File: src/rtl/enigma_stream_buffer.sv
// Frame buffer between the external symbol stream and the enigma core:
// collect N letters, feed them back-to-back, capture core results, drain them.
module enigma_stream_buffer #(
    parameter int SYMB_W = 6,
    parameter int DEPTH  = 16,
    localparam int CNT_W = $clog2(DEPTH + 1)
) (
    input  logic              clk_i,
    input  logic              rst_i,
    input  logic              start_i,
    input  logic [CNT_W-1:0]  symb_numb_i,
    input  logic              wrap_valid_i,
    input  logic [SYMB_W-1:0] wrap_i,
    output logic              wrap_ready_o,
    output logic              in_en_valid_o,
    output logic [SYMB_W-1:0] in_en_o,
    input  logic              out_en_valid_i,
    input  logic [SYMB_W-1:0] out_en_i,
    output logic              wrap_valid_o,
    output logic [SYMB_W-1:0] wrap_o,
    input  logic              wrap_ready_i,
    output logic              busy_o,
    output logic              done_o,
    output logic              err_o
);

    localparam int AD_W = (DEPTH > 1) ? $clog2(DEPTH) : 1;
    localparam logic [SYMB_W-1:0] LETTER_MAX = SYMB_W'(26);

    typedef enum logic [2:0] {S_IDLE, S_FILL, S_FEED, S_WAIT, S_DRAIN} state_t;

    state_t            state_reg;
    logic [CNT_W-1:0]  n_reg;
    logic [CNT_W-1:0]  wr_ad_reg;
    logic [CNT_W-1:0]  rd_ad_reg;
    logic [CNT_W-1:0]  ow_ad_reg;
    logic [CNT_W-1:0]  dr_ad_reg;

    logic [SYMB_W-1:0] in_mem  [DEPTH];
    logic [SYMB_W-1:0] out_mem [DEPTH];

    function automatic logic is_letter(input logic [SYMB_W-1:0] s);
        return (s != '0) && (s <= LETTER_MAX);
    endfunction

    logic             in_fire;
    logic             in_wr;
    logic             cap_wr;
    logic             dr_xfer;
    logic             err_next;
    logic [CNT_W-1:0] n_last;
    logic [AD_W-1:0]  dr_rd_ad;

    assign n_last   = n_reg - 1'b1;
    assign in_fire  = (state_reg == S_FILL) && wrap_valid_i;
    assign in_wr    = in_fire && is_letter(wrap_i);
    assign cap_wr   = ((state_reg == S_FEED) || (state_reg == S_WAIT)) && out_en_valid_i;
    assign dr_xfer  = (state_reg == S_DRAIN) && wrap_valid_o && wrap_ready_i;
    // While a symbol is presented, prefetch the one after it so a transfer never bubbles.
    assign dr_rd_ad = dr_ad_reg[AD_W-1:0] + AD_W'(wrap_valid_o);

    assign err_next = ((state_reg == S_IDLE) && start_i &&
                       ((symb_numb_i == '0) || (symb_numb_i > CNT_W'(DEPTH))))
                    || (in_fire && !is_letter(wrap_i))
                    || (out_en_valid_i && (state_reg != S_FEED) && (state_reg != S_WAIT))
                    || (cap_wr && !is_letter(out_en_i));

    assign wrap_ready_o = (state_reg == S_FILL);
    assign busy_o       = (state_reg != S_IDLE);
    assign done_o       = dr_xfer && (dr_ad_reg == n_last);

    always_ff @(posedge clk_i) begin
        if (in_wr)
            in_mem[wr_ad_reg[AD_W-1:0]] <= wrap_i;
        if (cap_wr)
            out_mem[ow_ad_reg[AD_W-1:0]] <= out_en_i;
    end

    always_ff @(posedge clk_i) begin
        if (rst_i) begin
            state_reg     <= S_IDLE;
            n_reg         <= '0;
            wr_ad_reg     <= '0;
            rd_ad_reg     <= '0;
            ow_ad_reg     <= '0;
            dr_ad_reg     <= '0;
            in_en_valid_o <= 1'b0;
            in_en_o       <= '0;
            wrap_valid_o  <= 1'b0;
            wrap_o        <= '0;
            err_o         <= 1'b0;
        end else begin
            err_o         <= err_next;
            in_en_valid_o <= 1'b0;
            in_en_o       <= '0;
            case (state_reg)
                S_IDLE: begin
                    if (start_i && (symb_numb_i != '0)) begin
                        n_reg     <= (symb_numb_i > CNT_W'(DEPTH)) ? CNT_W'(DEPTH) : symb_numb_i;
                        wr_ad_reg <= '0;
                        state_reg <= S_FILL;
                    end
                end
                S_FILL: begin
                    if (in_wr) begin
                        wr_ad_reg <= wr_ad_reg + 1'b1;
                        if (wr_ad_reg == n_last) begin
                            rd_ad_reg <= '0;
                            ow_ad_reg <= '0;
                            state_reg <= S_FEED;
                        end
                    end
                end
                S_FEED: begin
                    in_en_valid_o <= 1'b1;
                    in_en_o       <= in_mem[rd_ad_reg[AD_W-1:0]];
                    if (rd_ad_reg == n_last)
                        state_reg <= S_WAIT;
                    else
                        rd_ad_reg <= rd_ad_reg + 1'b1;
                end
                S_WAIT: begin
                end
                S_DRAIN: begin
                    if (!wrap_valid_o) begin
                        wrap_o       <= out_mem[dr_rd_ad];
                        wrap_valid_o <= 1'b1;
                    end else if (wrap_ready_i) begin
                        if (dr_ad_reg == n_last) begin
                            wrap_valid_o <= 1'b0;
                            wrap_o       <= '0;
                            state_reg    <= S_IDLE;
                        end else begin
                            wrap_o    <= out_mem[dr_rd_ad];
                            dr_ad_reg <= dr_ad_reg + 1'b1;
                        end
                    end
                end
                default: state_reg <= S_IDLE;
            endcase
            // Capture may complete while still feeding; it takes priority over FEED/WAIT moves.
            if (cap_wr) begin
                ow_ad_reg <= ow_ad_reg + 1'b1;
                if (ow_ad_reg == n_last) begin
                    dr_ad_reg <= '0;
                    state_reg <= S_DRAIN;
                end
            end
        end
    end

endmodule
File: config.mk
export PLATFORM = sky130hd
export DESIGN_NAME = enigma_stream_buffer
export DESIGN_NICKNAME = d
export VERILOG_FILES = /design/src/rtl/enigma_stream_buffer.sv
export SDC_FILE = /design/constraint.sdc
export NUM_CORES = 1
export LEC_CHECK = 0
export BUFFER_PORTS_ARGS = -buffer_cell sky130_fd_sc_hd__buf_2
export CAP_MARGIN = 25
export CORE_MARGIN = 3
export CORE_UTILIZATION = 55
export DETAILED_ROUTE_END_ITERATION = 8
export GPL_TIMING_DRIVEN = 0
export PLACE_DENSITY = 0.73
export SLEW_MARGIN = 20
export SYNTH_ARGS = -nofsm -noshare
export SYNTH_HDL_FRONTEND = slang
export SYNTH_SLANG_ARGS = --single-unit
File: constraint.sdc
create_clock -name clk_i -period 2.7 [get_ports clk_i]
set_clock_uncertainty 0.2 [all_clocks]
set_input_delay 0 -clock clk_i [delete_from_list [all_inputs] [get_ports clk_i]]
set_output_delay 0 -clock clk_i [all_outputs]
set_load 0.02 [all_outputs]
Word level (Yosys, flattened, before mapping)
Memories as Yosys holds them, arrays and structs flattened. A register that Yosys moved wholly into a read port is not among the register bits.
Cells that the tools add are included.
{"block": "totals", "regBits": 37, "latchBits": 0, "ramBits": 192, "romBits": 0, "input_bits": 23, "wordCells": 113, "mem_count": 2}
{"name": "in_mem", "words": 16, "width": 6, "rd": 1, "rd_ports_with_merged_regs": 1, "wr": 1, "line_no": "39", "text": "logic [SYMB_W-1:0] in_mem [DEPTH];"}
{"name": "out_mem", "words": 16, "width": 6, "rd": 1, "rd_ports_with_merged_regs": 0, "wr": 1, "line_no": "40", "text": "logic [SYMB_W-1:0] out_mem [DEPTH];"}
{"block": "classes", "n_addsub": 6, "mul": 0, "n_div": 0, "order_cmp": 3, "n_eq_ne": 15, "shift": 0, "mux": 37, "bitwise_logic": 1, "reduce_logical": 39}
{"op": "2-to-1 mux 5 bit", "n": 14}
{"op": "2-to-1 mux 3 bit", "n": 9}
{"op": "adder 5 x 1 -> 5 bit (second input constant)", "n": 4}
{"op": "== test 5 bit", "n": 4}
{"op": "one-hot mux 5 bit (2 select lines)", "n": 2}
{"op": "2-to-1 mux 6 bit", "n": 3}
{"op": "logical AND 1 bit", "n": 15}
{"op": "one-hot mux 3 bit (5 select lines)", "n": 1}
{"op": "<= comparator 6 x 5 -> 1 bit (second input constant)", "n": 2}
{"op": "nonzero test 6 bit", "n": 2}
{"op": "nonzero test 2 bit", "n": 5}
{"op": "2-to-1 mux 1 bit", "n": 8}
{"op": "!= test 2 x 1 -> 1 bit (second input constant)", "n": 4}
{"op": "== test 3 x 2 -> 1 bit (second input constant)", "n": 2}
{"op": "!= test 3 x 2 -> 1 bit (second input constant)", "n": 2}
{"op": "AND reduction 3 bit", "n": 2}
{"op": "> comparator 5 bit (second input constant)", "n": 1}
{"op": "logical NOT 5 bit", "n": 1}
{"op": "logical OR 1 bit", "n": 5}
{"op": "nonzero test 5 bit", "n": 1}
{"op": "subtractor 5 x 1 -> 5 bit (second input constant)", "n": 1}
{"op": "adder 4 x 1 -> 4 bit", "n": 1}
{"op": "AND reduction 2 bit", "n": 2}
{"op": "AND reduction 4 bit", "n": 1}
{"op": "other kinds (8)", "n": 9}

Longest topological paths before layout
Gate-level depths: netlist of the first run.
{"block": "logic_depth", "word_depth": 8, "ltp_mapped": 9, "depth_no_buf": 7}

Worst setup path before layout of the first run
Ideal clock, no wire load.
{"block": "synth_timing", "kind": "reg2reg", "start": "register wrap_valid_o", "end": "register wrap_o[1]", "setup_time_ns": 0.117, "arrival_time_ns": 2.400, "t_required_ns": 2.383, "slack_ns": -0.016, "stages_incl_launch_ff": 9, "path_buffers": 2, "cell_sequence": "dfxtp_1 -> ha_1 -> clkbuf_1 -> buf_2 -> mux4_2 -> mux2_2 -> nor2_1 -> a21oi_1 -> a22o_1"}
{"block": "synth_via", "elab_chain_cells": 5, "word_cells_on_any_way": 7}
{"item": "start: declaration", "line_no": "19", "text": "output logic wrap_valid_o,"}
{"item": "start signal: assignment", "line_no": "89", "text": "wrap_valid_o <= 1'b0;"}
{"item": "start signal: assignment", "line_no": "127", "text": "wrap_valid_o <= 1'b1;"}
{"item": "start signal: assignment", "line_no": "130", "text": "wrap_valid_o <= 1'b0;"}
{"item": "adder 4 x 1 -> 4 bit", "line_no": "60", "text": "assign dr_rd_ad = dr_ad_reg[AD_W-1:0] + AD_W'(wrap_valid_o);"}
{"item": "memory (16 x 6 bit)"}
{"item": "2-to-1 mux 6 bit", "line_no": "129", "text": "if (dr_ad_reg == n_last) begin"}
{"item": "2-to-1 mux 6 bit", "line_no": "128", "text": "end else if (wrap_ready_i) begin"}
{"item": "2-to-1 mux 6 bit", "line_no": "125", "text": "if (!wrap_valid_o) begin"}
{"item": "end signal: assignment", "line_no": "126", "text": "wrap_o <= out_mem[dr_rd_ad];"}
{"item": "end signal: assignment", "line_no": "134", "text": "wrap_o <= out_mem[dr_rd_ad];"}
{"item": "end: declaration", "line_no": "20", "text": "output logic [SYMB_W-1:0] wrap_o,"}
Parallel ways exist; a longest one is shown, timed or not. The select of a mux whose other input is x is not followed.
A chain may end at the register's enable or synchronous reset.

Worst setup path after layout of the first run
{"block": "layout_timing", "start": "register state_reg[1]", "end": "register rd_ad_reg[2]"}
{"block": "layout_via", "elab_chain_cells": 5, "word_cells_on_any_way": 10}
{"item": "start: declaration", "line_no": "32", "text": "state_t state_reg;"}
{"item": "start signal: assignment", "line_no": "81", "text": "state_reg <= S_IDLE;"}
{"item": "start signal: assignment", "line_no": "101", "text": "state_reg <= S_FILL;"}
{"item": "start signal: assignment", "line_no": "110", "text": "state_reg <= S_FEED;"}
{"item": "== test 3 x 1 -> 1 bit", "line_no": "55, 96"}
{"item": "logical AND 1 bit", "line_no": "55", "text": "assign in_fire = (state_reg == S_FILL) && wrap_valid_i;"}
{"item": "logical AND 1 bit", "line_no": "56", "text": "assign in_wr = in_fire && is_letter(wrap_i);"}
{"item": "!= test 2 x 1 -> 1 bit (no source line)"}
{"item": "AND reduction 4 bit (no source line)"}
{"item": "end signal: assignment", "line_no": "120", "text": "rd_ad_reg <= rd_ad_reg + 1'b1;"}
{"item": "end: declaration", "line_no": "35", "text": "logic [CNT_W-1:0] rd_ad_reg;"}
Parallel ways exist; a longest one is shown, timed or not.

==> reports/results.txt, run 1 <==
For this run, the total global-route usage over all layers was measured as 21.6%. The dominant delay contributor by cell family on the critical path is simple AND/OR/NAND/NOR gates. The detail route stage leaves a number of antenna-violating nets equal to 0.

The routed layout has 5981 vias. Measured along the y axis, the die boundary spans 141 microns. In this run the critical register-to-register path is launched from state_reg[1]. At the pin with the least slew margin, the transition time is 818 ps. The run gives 0 as the warning count from the yosys run.

The multiplexer share of the synthesized area is 13.4%. Walking the worst path, the cells encountered are buf_2 > nor3b_1 > nand3_1 > a221oi_4 > a21oi_1 > or3b_1. The flow ran to the end, but the final reports show violations. Input and output buffers added on the ports amount to 40. The floorplan step defined a core boundary enclosing 0.0176 sq mm. After filler insertion, the fill cell instance count of the layout stands at 1177.

Overflow left after global routing: 0. Max-cap violations in this run came to 0. Summing the areas of all xor and xnor instances in the mapped netlist gives 2.64% of the synthesized area.

The most used flip-flop cell after synthesis is edfxtp_1. For this design, the sink count on the clock tree is 235. The tools report the nature of the critical path endpoint as a register. At the worst endpoint, the required time is 2880 ps. The initial utilization of the core area, before any placement, comes to 57.1%. For the area of combinational cells with multiple inputs, the log shows 0.00339 sq mm.

The slowest stage of the critical path is the nor3b_1 cell. The share of async-settable or async-resettable flops after synthesis came out at 0%. The logs give 6104 for the number of global-route vias before repair and 21400 microns for the routed wire length. The final critical path takes up 101% of the cycle. Summing the areas of all fa, ha and maj instances in the mapped netlist gives 1.87% of the synthesized area. The run gives 0.00397 uW as the static leakage power. The congestion estimate from routability-driven global placement came to 0.881. The run gives 8060 uW as the overall power consumption. The total buffers and inverters traversed by the critical path was 1; the number of detailed-route iterations in the first pass was 5.

Tracing the worst setup path back leads to its startpoint at state_reg[1]. For the CTS buffer count, the log shows 25. The pin count of the biggest net entering global routing is 19, and the register cell area after layout is 0.00663 sq mm. For the post-DP HPWL, the log shows 14200 microns. TritonCTS built the clock tree.

Measured along the x axis, the die boundary spans 141 microns. After detailed routing, the number of vias per cell comes to 6.14. The type of the tightest min-delay check was in2reg.

The critical path arrival is 2910 ps, and the clock-pin transition on the worst setup and hold timing paths is 60 ps. In this run, synthesis produced a sequential element count of 235. The synthesized instance count is 635, and the maximum vdd drop is 627 uV.

The clock period minus worst slack was 2730 ps; the sequential fraction of the synthesis area was 66.0%. The post-route DRC violation count was 0; the maximum operating frequency was 367 MHz. Setup repair after global routing could not meet its margin everywhere.

The growth of design area from synthesis to finish came out at 19.4%. The number of pins exceeding their max-slew limit in the final report was 0. DRC marker count from the first detailed-route iteration: 445. The simple-gate portion of the synthesized area is 8.95%.

The post-route netlist has 26.8% of its cells at a drive strength greater than 1. Headroom to the max-slew limit came out at 45.1%. In this run the power density over the cells is 672 mW/mm^2.

The net count reported at finish is 769. A synthesized cell averages 15.8 sq um. For the clock latency on the worst-skew pair, the log shows 500 ps. The number of antenna violations at the first check in global routing is 1, and the average wire per cell in the routed design is 22.0 microns. The number of nets handed over by synthesis was 673. The total negative setup slack came out at -25.5 ps. By area, the combinational part of the netlist is dominated by multiplexers. The largest single stage delay on the critical path is 680 ps.

Worst min-delay path startpoint: symb_numb_i[3]. The number of rows in the core area is 48. Of all nets on the critical path, the largest fanout is 9. The clock passes through at most 3 buffers.

The worst setup margin came out at -25.5 ps. The tools report the final setup violation count as 1. Yosys mapped the design onto 61 distinct sky130hd cell types.

Clock tree synthesis selected as its root buffer the cell clkbuf_16. The hold violation count in the final report is 0. The first-pass GRT wire length is 33400 microns, and the number of flops mapped to enable cells by yosys is 192. STA classifies the critical path startpoint as a register. The critical path is of the reg2reg type. The checks that failed: negative setup slack. The tools report the area enclosed by the die boundary as 0.0199 sq mm.

The count of inserted antenna diode cells came out at 0. The synthesized netlist devotes 5.18% of its cell area to compound gates. Summing every instance area after synthesis gives 0.0100 sq mm.

The level count of the clock H-tree was 1. 41 I/O pins were placed.
-- through the flow --
stage / hold WS (ps) / util [%] / std cells / setup slack (ps) / area [sq um]
CTS: 144 / 67.4 / 969 / 2.66 / 11900
detailed placement: 92.8 / 59.9 / 900 / -429 / 10500
global placement: 89.9 / 59.8 / 900 / -632 / 10500
global route: 187 / 68.1 / 974 / -86.8 / 12000
floorplan: -101 / - / 635 / 6.65 / 10000
finish: 172 / 68.1 / 974 / -25.5 / 12000
-- Yosys cell counts (4+ instances only) --
library cell  count  area share (%)
nand3b_1          8            0.60
nor2b_1          11            0.69
inv_1            15            0.56
and3_1            4            0.25
nor3_1           19            0.95
or3_1             7            0.44
ha_1             15             1.9
nor4_1            4            0.25
nand3_1          15            0.75
clkbuf_1         20            0.75
xnor2_1          11            0.96
nand2_1          29             1.1
a21oi_1          26             1.3
nand4_1           5            0.31
a22o_1            6            0.52
buf_2             9            0.45
or4_1             4            0.30
o211ai_1          5            0.37
mux2i_1           6            0.60
xor2_1           14             1.2
dfxtp_1          43             8.6
nand2b_1          6            0.37
mux4_2           54              12
o21ai_0          13            0.65
edfxtp_1        192              57
nor2_1           38             1.4
mux2_2            6            0.67
nor3b_1           6            0.45
-- routing by layer --
metal | GRT usage [%] | share of wire [%] | wire length (microns) | up-vias
met5 | 0 | 0.061 | 13 | -
met2 | 37.1 | 52 | 11100 | 197
li1 | - | - | - | 2702
met3 | 3.29 | 4.9 | 1060 | 50
met4 | 6.07 | 2.4 | 504 | 2
met1 | 28.8 | 41 | 8740 | 3030
-- repair_timing --
item | in CTS | in global routing
setup buffers | 0 | 5
endpoints found under the setup margin | 137 | 131
hold buffers | 27 | 0
pin swaps | 0 | 3
resized for setup | 33 | 14
endpoints found under the hold margin | 223 | 0
-- where the power goes --
group	leakage (uW)	switching [uW]	total, uW	internal, uW
registers	0.00207	6.38	3930	3920
logic	0.00144	172	284	112
clock network	0.000459	1370	3840	2470
total	0.00397	1550	8060	6500
-- cells in the final DEF (no fill, tap or decap), drive strengths merged, types with 19 or more instances in the layout --
cell type and instances:
a21oi 26, nor3 19, edfxtp 192, dlygate4sd3 27, dfxtp 43, nand2 29
clkbuf 44, buf 57, nor2 38, mux4 54
-- worst paths after layout --
path                  end  slack, ps  depth (start not counted)
max          rd_ad_reg[2]        -30                          6
min              n_reg[3]        170                          4
max reg2reg  rd_ad_reg[2]        -30                          6
min reg2reg     wrap_o[2]        280                          1
-- tightest hold or removal path, cell delays in order --
cell	delay, ps
dlygate4sd3_1	530
buf_2	130
nand3b_1	80
a21oi_1	70
-- cell families after synthesis --
family / after synthesis
compound gates: 75
xor+xnor: 27
fa+ha+maj: 15
buf+inv: 48
flops: 235
mux: 66
simple gates: 169
-- layout make-up --
cell class	count	area share, %
Clock inverter	19	2.62
Sequential cell	235	55.3
Multi-Input combinational cell	352	28.3
Timing Repair Buffer	72	4.47
Clock buffer	26	5.25
Buffer	30	1.26
Inverter	15	0.470
Tap cell	225	2.35
(Power assumes the default switching activity.)
==> inputs of run 2 (changes only) <==
--- a/config.mk
+++ b/config.mk
@@ -5,13 +5,17 @@
 export SDC_FILE = /design/constraint.sdc
 export NUM_CORES = 1
 export LEC_CHECK = 0
+export ABC_CLOCK_PERIOD_IN_PS = 2700
 export BUFFER_PORTS_ARGS = -buffer_cell sky130_fd_sc_hd__buf_2
 export CAP_MARGIN = 25
+export CELL_PAD_IN_SITES_DETAIL_PLACEMENT = 0
+export CELL_PAD_IN_SITES_GLOBAL_PLACEMENT = 2
 export CORE_MARGIN = 3
-export CORE_UTILIZATION = 55
+export CORE_UTILIZATION = 41
 export DETAILED_ROUTE_END_ITERATION = 8
 export GPL_TIMING_DRIVEN = 0
 export PLACE_DENSITY = 0.73
+export SKIP_CTS_REPAIR_TIMING = 1
 export SLEW_MARGIN = 20
 export SYNTH_ARGS = -nofsm -noshare
 export SYNTH_HDL_FRONTEND = slang
==> reports/results.txt, run 2 (synthesis results as in run 1) <==
The run finished, with violations left. The final reports fail on negative hold slack. The run gives 0 (unchanged) as the reported max-cap violation count. In this run the critical register-to-register path is captured at in_en_o[0]. The final setup violation count came out at 0 (-1). The tools report the number of global-route vias before repair as 5825 (-4.6%). Setup repair after global routing could not meet its margin everywhere. The post-DP HPWL was 15200 microns (+7.2%). Start of the worst register-to-register path: rd_ad_reg[1]. Final critical-path share of the clock period: 96.5% (-4.5 points). The post-layout utilization of the core is 49.9% (-18 points), and the growth of design area from synthesis to finish is 18.1%. The critical path is of the reg2out type. The area enclosed by the die boundary was 0.0264 sq mm (+33%). The routed wire length is 22100 microns (+3.2%), and the average wire per cell in the routed design is 20.8 microns (-5.5%).

The I/O pin count came out at 41 (unchanged). The buffer levels on the longest clock path is 3 (unchanged), and the number of antenna violations at the first check in global routing is 0 (-1). The fraction of final layout cells sized beyond drive strength 1 is 25.4% (-1.4 points), and the overall global routing resource usage is 16.7% (-4.9 points).

The width of the die is 162 microns (+15%), and the number of pins exceeding their max-slew limit in the final report is 0 (unchanged). The maximum operating frequency came out at 384 MHz (+4.7%). The most critical setup path has its endpoint at done_o. The logs give 520 ps (+20 ps) for the clock latency on the worst-skew pair and 0 (unchanged) for the number of routed nets with antenna violations. TritonCTS built the clock tree. The cell count of the worst reg-to-reg path was 5 (-1). The run gives 25 (unchanged) as the CTS buffer count. For the total number of vias, the log shows 5763 (-3.6%).

The tools report the level count of the clock H-tree as 1 (unchanged). The number of input and output port buffers inserted is 40 (unchanged), and the critical path arrival is 2400 ps (-510 ps). The per-cell via count in the routed design came out at 5.42 (-12%). Total negative setup slack: 0 ps (+25.5 ps). The logs give 100 ps (+120 ps) for the register-to-register setup slack and 994 (+10%) for the instance count after placement with tap cells included. The clock-pin transition on the worst setup and hold timing paths was 60 ps (about the same); the final estimated routing congestion in global placement was 0.772 (-12%). The cell sitting at the root of the clock tree is a clkbuf_16.

The run gives -50.3 ps (-222 ps) as the final worst hold slack. The first-pass GRT wire length came out at 33800 microns (+1.2%). For the worst endpoint required time, the log shows 2500 ps (-380 ps). The non-filler instance count after layout is 1063 (+9.1%).

The type of element launching the critical path was a register. The top cell types in the final layout, fill and taps aside, are edfxtp_1 (192), mux4_2 (54), buf_2 (48). The most critical setup path has its startpoint at n_reg[0]. The logs give 0 (unchanged) for the overflow left after global routing and 56 (+17%) for the number of rows in the core area. The tools report the count of inserted antenna diode cells as 0 (unchanged).

The pin count of the biggest net entering global routing came out at 19 (unchanged). For the number of clock sinks, the log shows 235 (unchanged). The path class of the tightest hold or removal check is in2reg. For the starting density of the core, the log shows 42.3% (-15 points).

The peak fanout along the critical path came out at 9 (unchanged). Power density relative to cell area: 635 mW/mm^2 (-5.5%). STA classifies the critical path endpoint as an output port. The tools report the hold violation count in the final report as 3 (+3). The net count reported at finish is 763 (-0.78%).

For the post-route DRC violation count, the log shows 0 (unchanged). The number of detailed-route iterations in the first pass is 5 (unchanged), and the static leakage power is 0.00386 uW (-2.6%). The transition time of the tightest slew-check pin came out at 932 ps (+114 ps). The placeable core region is 0.0238 sq mm (+35%). For the DRC marker count from the first detailed-route iteration, the log shows 477 (+7.2%). The maximum vdd drop is 528 uV (-16%), and the y dimension of the die is 162 microns (+15%). The tools report the headroom to the max-slew limit as 37.4% (-7.7 points).

The clock period minus worst slack is 2600 ps (-121 ps). Leaving out fill and tap cells, the most frequent cell in the layout is edfxtp_1.
## run 2: changes by cell type in the layout (fill, tap and decap cells not counted), moves of 3 or more
cell / previous run / this run
clkinv_4: 3 / 0
buf_2: 45 / 48
clkinv_1: 2 / 8
clkbuf_1: 14 / 18
buf_4: 6 / 1
bufinv_16: 8 / 3
nor2_2: 9 / 12
dlygate4sd3_1: 27 / 24
## run 2: layer usage
layer	GRT usage (%)	routed length (microns)	share of wire, %
met1	24.1	9980	45
met2	27.3	10500	48
met3	2.26	1180	5.3
met4	3.64	382	1.7
met5	0	0	0
## run 2: worst min-delay path by stage
stage                              start           end  slack (ps)  cells after the start
after global placement    symb_numb_i[0]      n_reg[0]         100                      3
after global routing        wrap_valid_i  wr_ad_reg[3]           7                      5
final                       wrap_valid_i  wr_ad_reg[3]         -50                      5
after detailed placement  symb_numb_i[0]      n_reg[0]         100                      3
after CTS                 symb_numb_i[0]      n_reg[0]        -450                      3
after floorplan                wrap_i[0]  in_mem[0][0]        -100                      0
## run 2: through the flow
stage                     worst slack (ps)  power, uW  hold WS (ps)  instance area, sq um
after detailed placement              -568       4240          96.9                 10600
final                                 95.7       7530         -50.3                 11900
after global placement                -513       4230          98.1                 10600
after floorplan                       6.65       4130          -101                 10000
after CTS                             -585       7580          -454                 11400
after global routing                 -10.3       7770          6.68                 11900
## run 2: power breakdown
group          leakage, uW  internal [uW]  total [uW]  switching [uW]
Sequential         0.00207           3920        3930            7.12
Combinational      0.00141            104         272             168
Clock             0.000378           1980        3330            1340
## run 2: layout make-up
class	count	area [sq um]
buffer	30	155
clock buffer	30	644
clock inverter	16	156
fill	2012	11900
inverter	15	56.3
multi-input combinational	352	3360
sequential	235	6630
tap	319	399
timing repair buffer	66	453
## run 2: worst max-delay path, cell delays in order, from the launching register on
cell	delay (ps)
dfxtp_1	320
buf_6	160
inv_1	80
ha_4	320
xor2_1	190
nand3_2	140
or3_1	360
nor2b_2	140
buf_2	170
